==> config.mk <==
export PLATFORM = sky130hd
export DESIGN_NAME = pkt_event_tap_flat
export DESIGN_NICKNAME = d
export VERILOG_FILES = /design/src/rtl/pkt_event_tap_pkg.sv /design/src/rtl/pkt_event_tap_if.sv /design/src/rtl/pkt_event_tap_keep_popcount.sv /design/src/rtl/pkt_event_tap.sv /design/src/flat_wrapper.sv
export SDC_FILE = /design/constraint.sdc
export NUM_CORES = 1
export LEC_CHECK = 0
export CAP_MARGIN = 20
export CELL_PAD_IN_SITES_DETAIL_PLACEMENT = 1
export CELL_PAD_IN_SITES_GLOBAL_PLACEMENT = 1
export CORE_UTILIZATION = 39
export CTS_BUF_LIST = sky130_fd_sc_hd__clkbuf_8
export CTS_CLUSTER_DIAMETER = 80
export DETAILED_ROUTE_END_ITERATION = 12
export PLACE_DENSITY = 0.84
export SLEW_MARGIN = 10
export SYNTH_ARGS = -nofsm -noshare
export SYNTH_HDL_FRONTEND = slang
export SYNTH_HIERARCHICAL = 1
export SYNTH_SLANG_ARGS = --single-unit
==> constraint.sdc <==
create_clock -name aclk -period 9 [get_ports aclk]
set_input_delay 1.35 -clock aclk [delete_from_list [all_inputs] [get_ports aclk]]
set_output_delay 1.35 -clock aclk [all_outputs]
set_load 0.05 [all_outputs]
==> src/rtl/pkt_event_tap_pkg.sv <==
// Shared types and defaults for the packet event tap.
package pkt_tap_pkg;

   // Default widths for the egress port and the byte-count accumulator
   localparam int unsigned PORT_W_DEF = 9;
   localparam int unsigned LEN_W_DEF  = 16;

   // Raw state codes kept for code that still compares against bit patterns
   localparam logic [0:0] ST_IDLE   = 1'b0;
   localparam logic [0:0] ST_IN_PKT = 1'b1;

   typedef enum logic [0:0] {
      IDLE   = ST_IDLE,
      IN_PKT = ST_IN_PKT
   } tap_state_e;

   // Event record at the default widths; the tap keeps the same field order
   typedef struct packed {
      logic                  drop;
      logic [LEN_W_DEF-1:0]  length;
      logic [PORT_W_DEF-1:0] egress_port;
      logic                  oversize;
      logic                  meta_missing;
   } pkt_event_t;

endpackage

==> src/rtl/pkt_event_tap_if.sv <==
// Observed AXI-Stream handshake plus first-beat forwarding metadata.
interface pkt_event_tap_if
   import pkt_tap_pkg::*;
#(
   parameter int unsigned DATA_WIDTH = 512,
   parameter int unsigned PORT_W     = PORT_W_DEF
);
   localparam int unsigned KEEP_W = DATA_WIDTH / 8;

   logic              s_axis_tvalid;
   logic              s_axis_tready;
   logic [KEEP_W-1:0] s_axis_tkeep;
   logic              s_axis_tlast;
   logic              meta_valid;
   logic [PORT_W-1:0] meta_egress_port;
   logic              meta_drop;

   // Stream/metadata source side
   modport master (
      output s_axis_tvalid, s_axis_tready, s_axis_tkeep, s_axis_tlast,
      output meta_valid, meta_egress_port, meta_drop
   );

   // Passive observer side: everything is an input, no ready is driven
   modport slave (
      input s_axis_tvalid, s_axis_tready, s_axis_tkeep, s_axis_tlast,
      input meta_valid, meta_egress_port, meta_drop
   );
endinterface

==> src/rtl/pkt_event_tap_keep_popcount.sv <==
// Counts set byte enables in a tkeep word (gaps allowed).
module keep_popcount #(
   parameter int unsigned KEEP_W = 64
) (
   input  logic [KEEP_W-1:0]       keep_i,
   output logic [$clog2(KEEP_W):0] count_o
);
   localparam int unsigned CNT_W = $clog2(KEEP_W) + 1;

   // Plain bit-serial sum; synthesis builds the adder tree
   always_comb begin
      count_o = '0;
      for (int unsigned i = 0; i < KEEP_W; i++) begin
         count_o = count_o + CNT_W'(keep_i[i]);
      end
   end
endmodule

==> src/rtl/pkt_event_tap.sv <==
// Passive packet tap: accumulates bytes per packet, emits one registered
// event per packet with length, egress port and drop/oversize/missing flags.
module pkt_event_tap
   import pkt_tap_pkg::*;
#(
   parameter int unsigned DATA_WIDTH = 512,
   parameter int unsigned PORT_W     = PORT_W_DEF,
   parameter int unsigned LEN_W      = LEN_W_DEF
) (
   input  logic              aclk,
   input  logic              aresetn,
   pkt_event_tap_if.slave    tap,
   output logic              packet_valid,
   output logic              packet_last,
   output logic              packet_drop,
   output logic [LEN_W-1:0]  packet_length,
   output logic [PORT_W-1:0] egress_port,
   output logic              pkt_oversize,
   output logic              meta_missing,
   output logic              in_packet
);
   localparam int unsigned KEEP_W = DATA_WIDTH / 8;
   localparam int unsigned CNT_W  = $clog2(KEEP_W) + 1;

   typedef struct packed {
      logic              drop;
      logic [LEN_W-1:0]  length;
      logic [PORT_W-1:0] egress_port;
      logic              oversize;
      logic              meta_missing;
   } tap_event_t;

   // Packet-in-progress context
   tap_state_e        state_q, state_d;
   logic [LEN_W-1:0]  acc_q, acc_d;
   logic              ovf_q, ovf_d;
   logic              drop_q, drop_d;
   logic [PORT_W-1:0] port_q, port_d;
   logic              miss_q, miss_d;

   // Registered event
   logic              ev_valid_q, ev_valid_d;
   tap_event_t        ev_q, ev_d;

   // Per-beat working values
   logic              beat;
   logic              first;
   logic [CNT_W-1:0]  beat_bytes;
   logic [LEN_W:0]    bytes_ext;
   logic [LEN_W-1:0]  base_acc;
   logic              base_ovf;
   logic [LEN_W:0]    sum;
   logic              sat;
   logic [LEN_W-1:0]  new_acc;
   logic              new_ovf;
   logic              cur_drop;
   logic [PORT_W-1:0] cur_port;
   logic              cur_miss;

   keep_popcount #(
      .KEEP_W (KEEP_W)
   ) u_popcount (
      .keep_i  (tap.s_axis_tkeep),
      .count_o (beat_bytes)
   );

   assign beat      = tap.s_axis_tvalid & tap.s_axis_tready;
   assign first     = (state_q == IDLE);
   assign bytes_ext = (LEN_W + 1)'(beat_bytes);

   // First beat starts from zero and samples metadata; later beats reuse the held context
   always_comb begin
      base_acc = first ? '0 : acc_q;
      base_ovf = first ? 1'b0 : ovf_q;
      sum      = {1'b0, base_acc} + bytes_ext;
      sat      = sum[LEN_W];
      new_acc  = sat ? '1 : sum[LEN_W-1:0];
      new_ovf  = base_ovf | sat;
      if (first) begin
         cur_drop = tap.meta_valid ? tap.meta_drop : 1'b1;
         cur_port = tap.meta_valid ? tap.meta_egress_port : '0;
         cur_miss = ~tap.meta_valid;
      end else begin
         cur_drop = drop_q;
         cur_port = port_q;
         cur_miss = miss_q;
      end
   end

   // Next-state: accepted beats update the context; tlast closes the packet and emits the event
   always_comb begin
      state_d    = state_q;
      acc_d      = acc_q;
      ovf_d      = ovf_q;
      drop_d     = drop_q;
      port_d     = port_q;
      miss_d     = miss_q;
      ev_valid_d = 1'b0;
      ev_d       = ev_q;
      if (beat) begin
         acc_d  = new_acc;
         ovf_d  = new_ovf;
         drop_d = cur_drop;
         port_d = cur_port;
         miss_d = cur_miss;
         if (tap.s_axis_tlast) begin
            state_d          = IDLE;
            ev_valid_d       = 1'b1;
            ev_d.drop         = cur_drop;
            ev_d.length       = new_acc;
            ev_d.egress_port  = cur_port;
            ev_d.oversize     = new_ovf;
            ev_d.meta_missing = cur_miss;
         end else begin
            state_d = IN_PKT;
         end
      end
   end

   // State and event registers with synchronous active-low reset
   always_ff @(posedge aclk) begin
      if (!aresetn) begin
         state_q    <= IDLE;
         acc_q      <= '0;
         ovf_q      <= 1'b0;
         drop_q     <= 1'b0;
         port_q     <= '0;
         miss_q     <= 1'b0;
         ev_valid_q <= 1'b0;
         ev_q       <= '0;
      end else begin
         state_q    <= state_d;
         acc_q      <= acc_d;
         ovf_q      <= ovf_d;
         drop_q     <= drop_d;
         port_q     <= port_d;
         miss_q     <= miss_d;
         ev_valid_q <= ev_valid_d;
         ev_q       <= ev_d;
      end
   end

   assign packet_valid  = ev_valid_q;
   assign packet_last   = ev_valid_q;
   assign packet_drop   = ev_q.drop;
   assign packet_length = ev_q.length;
   assign egress_port   = ev_q.egress_port;
   assign pkt_oversize  = ev_q.oversize;
   assign meta_missing  = ev_q.meta_missing;
   assign in_packet     = (state_q == IN_PKT);

endmodule

==> src/flat_wrapper.sv <==
// flat-port wrapper written by rule: the top's interface ports become plain ports
module pkt_event_tap_flat import pkt_tap_pkg::*;
#(
   parameter int unsigned DATA_WIDTH = 512,
   parameter int unsigned PORT_W     = PORT_W_DEF,
   parameter int unsigned LEN_W      = LEN_W_DEF
)
  (aclk, aresetn, packet_valid, packet_last, packet_drop, packet_length, egress_port, pkt_oversize, meta_missing, in_packet, tap_s_axis_tvalid, tap_s_axis_tready, tap_s_axis_tkeep, tap_s_axis_tlast, tap_meta_valid, tap_meta_egress_port, tap_meta_drop);
  pkt_event_tap_if #(.DATA_WIDTH(DATA_WIDTH), .PORT_W(PORT_W)) tap_i ();
  input  logic aclk;
  input  logic aresetn;
  output logic packet_valid;
  output logic packet_last;
  output logic packet_drop;
  output logic [LEN_W-1:0] packet_length;
  output logic [PORT_W-1:0] egress_port;
  output logic pkt_oversize;
  output logic meta_missing;
  output logic in_packet;
  input wire logic [$bits(tap_i.s_axis_tvalid)-1:0] tap_s_axis_tvalid;
  input wire logic [$bits(tap_i.s_axis_tready)-1:0] tap_s_axis_tready;
  input wire logic [$bits(tap_i.s_axis_tkeep)-1:0] tap_s_axis_tkeep;
  input wire logic [$bits(tap_i.s_axis_tlast)-1:0] tap_s_axis_tlast;
  input wire logic [$bits(tap_i.meta_valid)-1:0] tap_meta_valid;
  input wire logic [$bits(tap_i.meta_egress_port)-1:0] tap_meta_egress_port;
  input wire logic [$bits(tap_i.meta_drop)-1:0] tap_meta_drop;
  assign tap_i.s_axis_tvalid = tap_s_axis_tvalid;
  assign tap_i.s_axis_tready = tap_s_axis_tready;
  assign tap_i.s_axis_tkeep = tap_s_axis_tkeep;
  assign tap_i.s_axis_tlast = tap_s_axis_tlast;
  assign tap_i.meta_valid = tap_meta_valid;
  assign tap_i.meta_egress_port = tap_meta_egress_port;
  assign tap_i.meta_drop = tap_meta_drop;
  pkt_event_tap #(.DATA_WIDTH(DATA_WIDTH), .PORT_W(PORT_W), .LEN_W(LEN_W)) u_core (.aclk(aclk), .aresetn(aresetn), .tap(tap_i), .packet_valid(packet_valid), .packet_last(packet_last), .packet_drop(packet_drop), .packet_length(packet_length), .egress_port(egress_port), .pkt_oversize(pkt_oversize), .meta_missing(meta_missing), .in_packet(in_packet));
endmodule
==> results.json, run 1 <==
{
  "outcome": "finished, final reports clean",
  "period_share": 0.974,
  "finalHoldViolCount": 0,
  "crit_required_ns": 9.22,
  "cts_max_level": 3,
  "vias": 3857,
  "grt_pass1_vias": 4209,
  "cts_buffers": 9,
  "start_kind": "primary input",
  "synthArstFlopShare": 0,
  "worstHoldEndpoint": "u_core/acc_q[5]$_SDFFE_PN0P_",
  "cp_max_fo": 6,
  "max_freq_mhz": 114,
  "yosysUniqueCellTypes": 50,
  "fin_crit_ns": 8.76,
  "clk_pin_slew_ns": 0.06,
  "r2r-start": "u_core/in_packet$_SDFFE_PN0P_",
  "cap_violations": 0,
  "numPortBuffers": 110,
  "setup_viol_count_final": 0,
  "dp_hpwl_mm": 9.44,
  "die_w_um": 110,
  "rsz0062_at_grt": "false",
  "final_area_mm2": 0.00609,
  "syn_nets": 658,
  "pin_count": 111,
  "fp.dieH_um": 110,
  "setup.worst_path.class": "primary input to flip-flop",
  "hold_ws_ns": 0.497,
  "maxSlewHeadroom": 0.466,
  "drc_errors": 0,
  "finalNetCount": 770,
  "numClockSinks": 58,
  "hp-start": "u_core/acc_q[5]$_SDFFE_PN0P_",
  "antenna_cells_inserted": 0,
  "netlist_area_mm2": 0.00457,
  "dieArea_mm2": 0.0122,
  "synthFlopType": "dfxtp_1",
  "grt_max_degree": 59,
  "cp_top_family": "adder cells",
  "holdPathStages": 1,
  "rows": 39,
  "critPathMaxStageDelay_ns": 0.63,
  "ys_seq_area_frac": 0.254,
  "cp.arrival_ns": 8.98,
  "clk_latency_ns": 0.34,
  "endpoint_kind": "flip-flop",
  "wl_per_cell_um": 15.8,
  "cp.buffers_inverters": 4,
  "start_util": 0.401,
  "coreArea_mm2": 0.0114,
  "grt_pass1_wl_mm": 19.9,
  "clock-root-buffer": "clkbuf_8",
  "gr-usage-all-layers": 0.208,
  "syn2layout_area_growth_pct": 33.2,
  "gr-total-overflow": 0,
  "gp_congestion": 0.902,
  "antenna_found_initial": 0,
  "fin_worst_skew_ns": 0.0117,
  "tritoncts": "yes",
  "placed_area_mm2": 0.00583,
  "synth_edf_count": 0,
  "hold_path_class": "flip-flop to flip-flop",
  "viasPerCell": 5.08,
  "synth_warnings": 6,
  "ys_seq_elements": 58,
  "drt_iter0_drc": 178,
  "final_max_slew_viol_count": 0,
  "reg2reg_to": "u_core/packet_length[3]$_SDFFE_PN0P_",
  "cp_cell_sequence": "clkdlybuf4s50_1, inv_1, fa_1, fa_1, fa_1, fa_1, fa_1, fa_1, fa_1, fa_1, fa_2, fa_1, nor2b_1, o31a_1, a21oi_1, ha_1, a21o_1, a221oi_4, buf_4, a21oi_4, buf_12, nor2_1, nand2_1, o211a_1",
  "firstDrtPassIters": 4,
  "reg2reg_slack_ns": 6.15,
  "cts_buffer_depth": 2,
  "syn_area_per_cell_um2": 9.15,
  "syn_inst": 500,
  "ant_nets": 0,
  "fillerInstances": 1314,
  "worst_pin_slew_ns": 0.799,
  "ff2ff_path_depth": 11,
  "drive_gt1_frac": 0.0729,
  "crit_slowest_cell": "fa_1",
  "cpMostUsedCell": "fa_1",
  "totalWireLength_mm": 12.0
}
-- cell families after synthesis --
group | share of synthesized area
AOI/OAI and AO/OA | 0.206
buffers and inverters | 0.103
and+or+nand+nor | 0.111
adders and majority gates | 0.304
DFF | 0.254
xor gates and xnor gates | 0.0191
muxes | 0.00465
-- sequential cells by signal (all words and copies together) (netlist names), 9 cells and up --
signal	flops
u_core/acc_q	16
u_core/egress_port	9
u_core/packet_length	16
u_core/port_q	9
-- area by class of cell --
| class | instances | area, µm² | area share |
|---|---|---|---|
| tap | 143 | 179 | 0.0294 |
| multi-input combinational | 322 | 2990 | 0.491 |
| inverter | 98 | 368 | 0.0604 |
| sequential | 58 | 1160 | 0.191 |
| timing repair buffer | 123 | 1210 | 0.199 |
| clock buffer | 9 | 124 | 0.0203 |
| clock inverter | 7 | 61.3 | 0.0101 |
-- metrics by stage --
step | instances | setup TNS (ns) | setup WS, ns | util
4_1_cts | 756 | 0 | 0.0618 | 0.527
5_1_grt | 760 | 0 | 0.00357 | 0.534
3_3_place_gp | 740 | 0 | 0.0254 | 0.510
3_5_place_dp | 740 | -5.62 | -0.267 | 0.510
6_report | 760 | 0 | 0.238 | 0.534
2_1_floorplan | 500 | 0 | 0.622 | -
-- synth_stat cells, drive strengths merged, types with 5 or more instances --
master	count	area (µm²)
inv	98	368
dfxtp	58	1160
fa	55	1100
nand2	52	195
o211a	34	340
o21ai	27	135
a21oi	24	131
ha	23	288
clkbuf	17	63.8
nor2	17	63.8
and2	11	68.8
a22oi	9	67.6
xnor2	7	61.3
buf	6	37.5
nor2b	5	31.3
-- cells in the final DEF (no fill, tap or decap), types with 3 or more instances in the layout --
| cell type | netlist | layout |
|---|---|---|
| clkdlybuf4s50_1 | 0 | 110 |
| inv_1 | 98 | 99 |
| dfxtp_1 | 58 | 58 |
| fa_1 | 55 | 54 |
| nand2_1 | 52 | 52 |
| o211a_1 | 34 | 34 |
| a21oi_1 | 23 | 23 |
| o21ai_0 | 25 | 23 |
| ha_1 | 23 | 22 |
| nor2_1 | 17 | 16 |
| buf_4 | 2 | 12 |
| and2_1 | 11 | 11 |
| clkbuf_8 | 0 | 9 |
| a22oi_1 | 9 | 9 |
| xnor2_1 | 7 | 7 |
| nor2b_1 | 5 | 5 |
| clkinv_2 | 0 | 4 |
| and3_1 | 4 | 4 |
| o221a_2 | 4 | 4 |
| nand2b_1 | 4 | 4 |
| a21o_1 | 3 | 3 |
| nand3_1 | 3 | 3 |
| o211ai_1 | 3 | 3 |
| o21ai_1 | 2 | 3 |
| xor2_1 | 3 | 3 |
-- layer usage --
metal / vias to the layer above / wire, µm / track usage
met5: - / 0 / 0
met4: 0 / 239 / 0.0564
met3: 23 / 435 / 0.0376
met2: 98 / 6320 / 0.377
met1: 1882 / 5000 / 0.252
li1: 1854 / - / -
-- worst max-delay path by stage --
stage,startpoint,end,depth (start not counted)
5_1_grt,tap_s_axis_tkeep[7],u_core/acc_q[2]$_SDFFE_PN0P_,24
3_5_place_dp,tap_s_axis_tkeep[2],u_core/acc_q[7]$_SDFFE_PN0P_,22
6_report,tap_s_axis_tkeep[7],u_core/packet_length[3]$_SDFFE_PN0P_,24
3_3_place_gp,tap_s_axis_tkeep[37],u_core/acc_q[8]$_SDFFE_PN0P_,26
4_1_cts,tap_s_axis_tkeep[2],u_core/acc_q[8]$_SDFFE_PN0P_,22
2_1_floorplan,tap_s_axis_tkeep[37],u_core/packet_length[14]$_SDFFE_PN0P_,25
-- timing repair --
action / CTS / global route
buffers inserted: 0 / 3
setup endpoints to repair: 0 / 34
gates resized for setup: 0 / 12
hold buffers: 0 / 0
Power of run 1 is left out: the tool's default activity adds up to more than one toggle a clock period on the data nets, which glitch-free logic cannot reach.
==> run 2: changes to the inputs <==
--- a/config.mk
+++ b/config.mk
@@ -8,6 +8,7 @@
 export CAP_MARGIN = 20
 export CELL_PAD_IN_SITES_DETAIL_PLACEMENT = 1
 export CELL_PAD_IN_SITES_GLOBAL_PLACEMENT = 1
+export CORE_ASPECT_RATIO = 0.6
 export CORE_UTILIZATION = 39
 export CTS_BUF_LIST = sky130_fd_sc_hd__clkbuf_8
 export CTS_CLUSTER_DIAMETER = 80
==> results.json, run 2 (synthesis results as in run 1) <==
{
  "die_w_um": 142,
  "totalWireLength_mm": 13.2,
  "period_share": 0.966,
  "clk_pin_slew_ns": 0.07,
  "hold_ws_ns": 0.491,
  "gr-usage-all-layers": 0.231,
  "setup.worst_path.class": "primary input to flip-flop",
  "tritoncts": "yes",
  "drt_iter0_drc": 204,
  "pre_cts_slack_ns": -0.183,
  "vias": 3916,
  "grt_pass1_wl_mm": 21.7,
  "crit_required_ns": 9.24,
  "numPortBuffers": 110,
  "syn2layout_area_growth_pct": 34.5,
  "grt_max_degree": 59,
  "cts_buffer_depth": 2,
  "crit_path_start": "tap_s_axis_tkeep[37]",
  "cp.arrival_ns": 8.94,
  "antenna_found_initial": 0,
  "setup_viol_count_final": 0,
  "fp.dieH_um": 85.9,
  "cp.buffers_inverters": 9,
  "ant_nets": 0,
  "fillerInstances": 1317,
  "viasPerCell": 5.00,
  "gp_congestion": 0.925,
  "clk_latency_ns": 0.35,
  "max_freq_mhz": 115,
  "coreArea_mm2": 0.0114,
  "ff2ff_path_depth": 12,
  "hold_path_class": "flip-flop to flip-flop",
  "fin_worst_skew_ns": 0.00744,
  "r2r-start": "u_core/in_packet$_SDFFE_PN0P_",
  "finalNetCount": 776,
  "firstDrtPassIters": 4,
  "cap_violations": 0,
  "cp_max_fo": 14,
  "cpMostUsedCell": "fa_1",
  "pin_count": 111,
  "cp_top_family": "adder cells",
  "drive_gt1_frac": 0.0803,
  "reg2reg_to": "u_core/packet_length[4]$_SDFFE_PN0P_",
  "cp-endpoint": "u_core/packet_length[4]$_SDFFE_PN0P_",
  "numClockSinks": 58,
  "mostFrequentLayoutCells": "clkdlybuf4s50_1, inv_1, dfxtp_1, fa_1, nand2_1",
  "outcome": "finished, final reports clean",
  "wl_per_cell_um": 16.8,
  "maxSlewHeadroom": 0.434,
  "antenna_cells_inserted": 0,
  "cts_max_level": 3,
  "clock-root-buffer": "clkbuf_8",
  "gr-total-overflow": 0,
  "layout_commonest_cell": "clkdlybuf4s50_1",
  "final_max_slew_viol_count": 0,
  "crit_slowest_cell": "fa_1",
  "cp.depth": 28,
  "dieArea_mm2": 0.0122,
  "worst_pin_slew_ns": 0.847,
  "reg2reg_slack_ns": 6.07,
  "cts_buffers": 9,
  "fin_crit_ns": 8.69,
  "dp_hpwl_mm": 10.3,
  "finalHoldViolCount": 0,
  "rsz0062_at_grt": "true",
  "start_util": 0.402,
  "endpoint_kind": "flip-flop",
  "critPathMaxStageDelay_ns": 0.57,
  "grt_pass1_vias": 4274,
  "fin_tns_setup_ns": 0,
  "start_kind": "primary input",
  "rows": 30,
  "postCtsHoldBufs": 0,
  "drc_errors": 0,
  "setup_slack_ns": 0.306
}
==> run 2: cell count changes in the layout (fill, tap and decap cells not counted), sizes merged <==
cell	previous run	this run
clkinv	4	1
clkinvlp	1	2
buf	13	20
a21oi	25	24
clkbuf	9	11
==> run 2: how the worst min path moves through the flow <==
stage,end,cells past startpoint,start
5_1_grt,u_core/packet_length[12]$_SDFFE_PN0P_,2,u_core/packet_length[12]$_SDFFE_PN0P_
6_report,u_core/packet_length[12]$_SDFFE_PN0P_,2,u_core/packet_length[12]$_SDFFE_PN0P_
4_1_cts,u_core/packet_length[12]$_SDFFE_PN0P_,2,u_core/packet_length[12]$_SDFFE_PN0P_
3_5_place_dp,u_core/packet_length[12]$_SDFFE_PN0P_,2,u_core/packet_length[12]$_SDFFE_PN0P_
3_3_place_gp,u_core/packet_length[12]$_SDFFE_PN0P_,2,u_core/packet_length[12]$_SDFFE_PN0P_
2_1_floorplan,u_core/acc_q[12]$_SDFFE_PN0P_,2,u_core/acc_q[12]$_SDFFE_PN0P_
==> run 2: layer usage <==
metal,global-route usage,up-vias,part of all wire
met2,0.361,115,0.44
li1,-,1873,-
met4,0.0440,0,0.010
met3,0.0692,19,0.064
met5,0,-,0
met1,0.318,1909,0.48
==> run 2: what timing repair did <==
item	in CTS	in global routing
setup buffers	0	2
endpoints found under the setup margin	0	27
resized for setup	0	10
==> run 2: stage by stage <==
| stage | std cells | area (µm²) | util |
|---|---|---|---|
| 6_report | 783 | 6150 | 0.541 |
| 3_3_place_gp | 765 | 5910 | 0.520 |
| 5_1_grt | 783 | 6150 | 0.541 |
| 2_1_floorplan | 500 | 4570 | - |
| 3_5_place_dp | 765 | 5910 | 0.520 |
| 4_1_cts | 781 | 6110 | 0.538 |
==> run 2: area by class of cell <==
class / instances / area [µm²] / share of cell area
flip-flops and latches: 58 / 1160 / 0.189
clock buffers: 11 / 151 / 0.0246
repair buffers: 130 / 1250 / 0.203
inverters: 98 / 368 / 0.0598
multi-input cells: 321 / 2970 / 0.482
clock inverters: 5 / 53.8 / 0.00874
well taps: 160 / 200 / 0.0325
==> run 2: tightest hold or removal path: cells and delay by family (launching register included) <==
kind            cells  cell delay [ns]
simple gates        1             0.06
flops               1             0.31
compound gates      1             0.07
Power of run 2 is left out for the same reason.
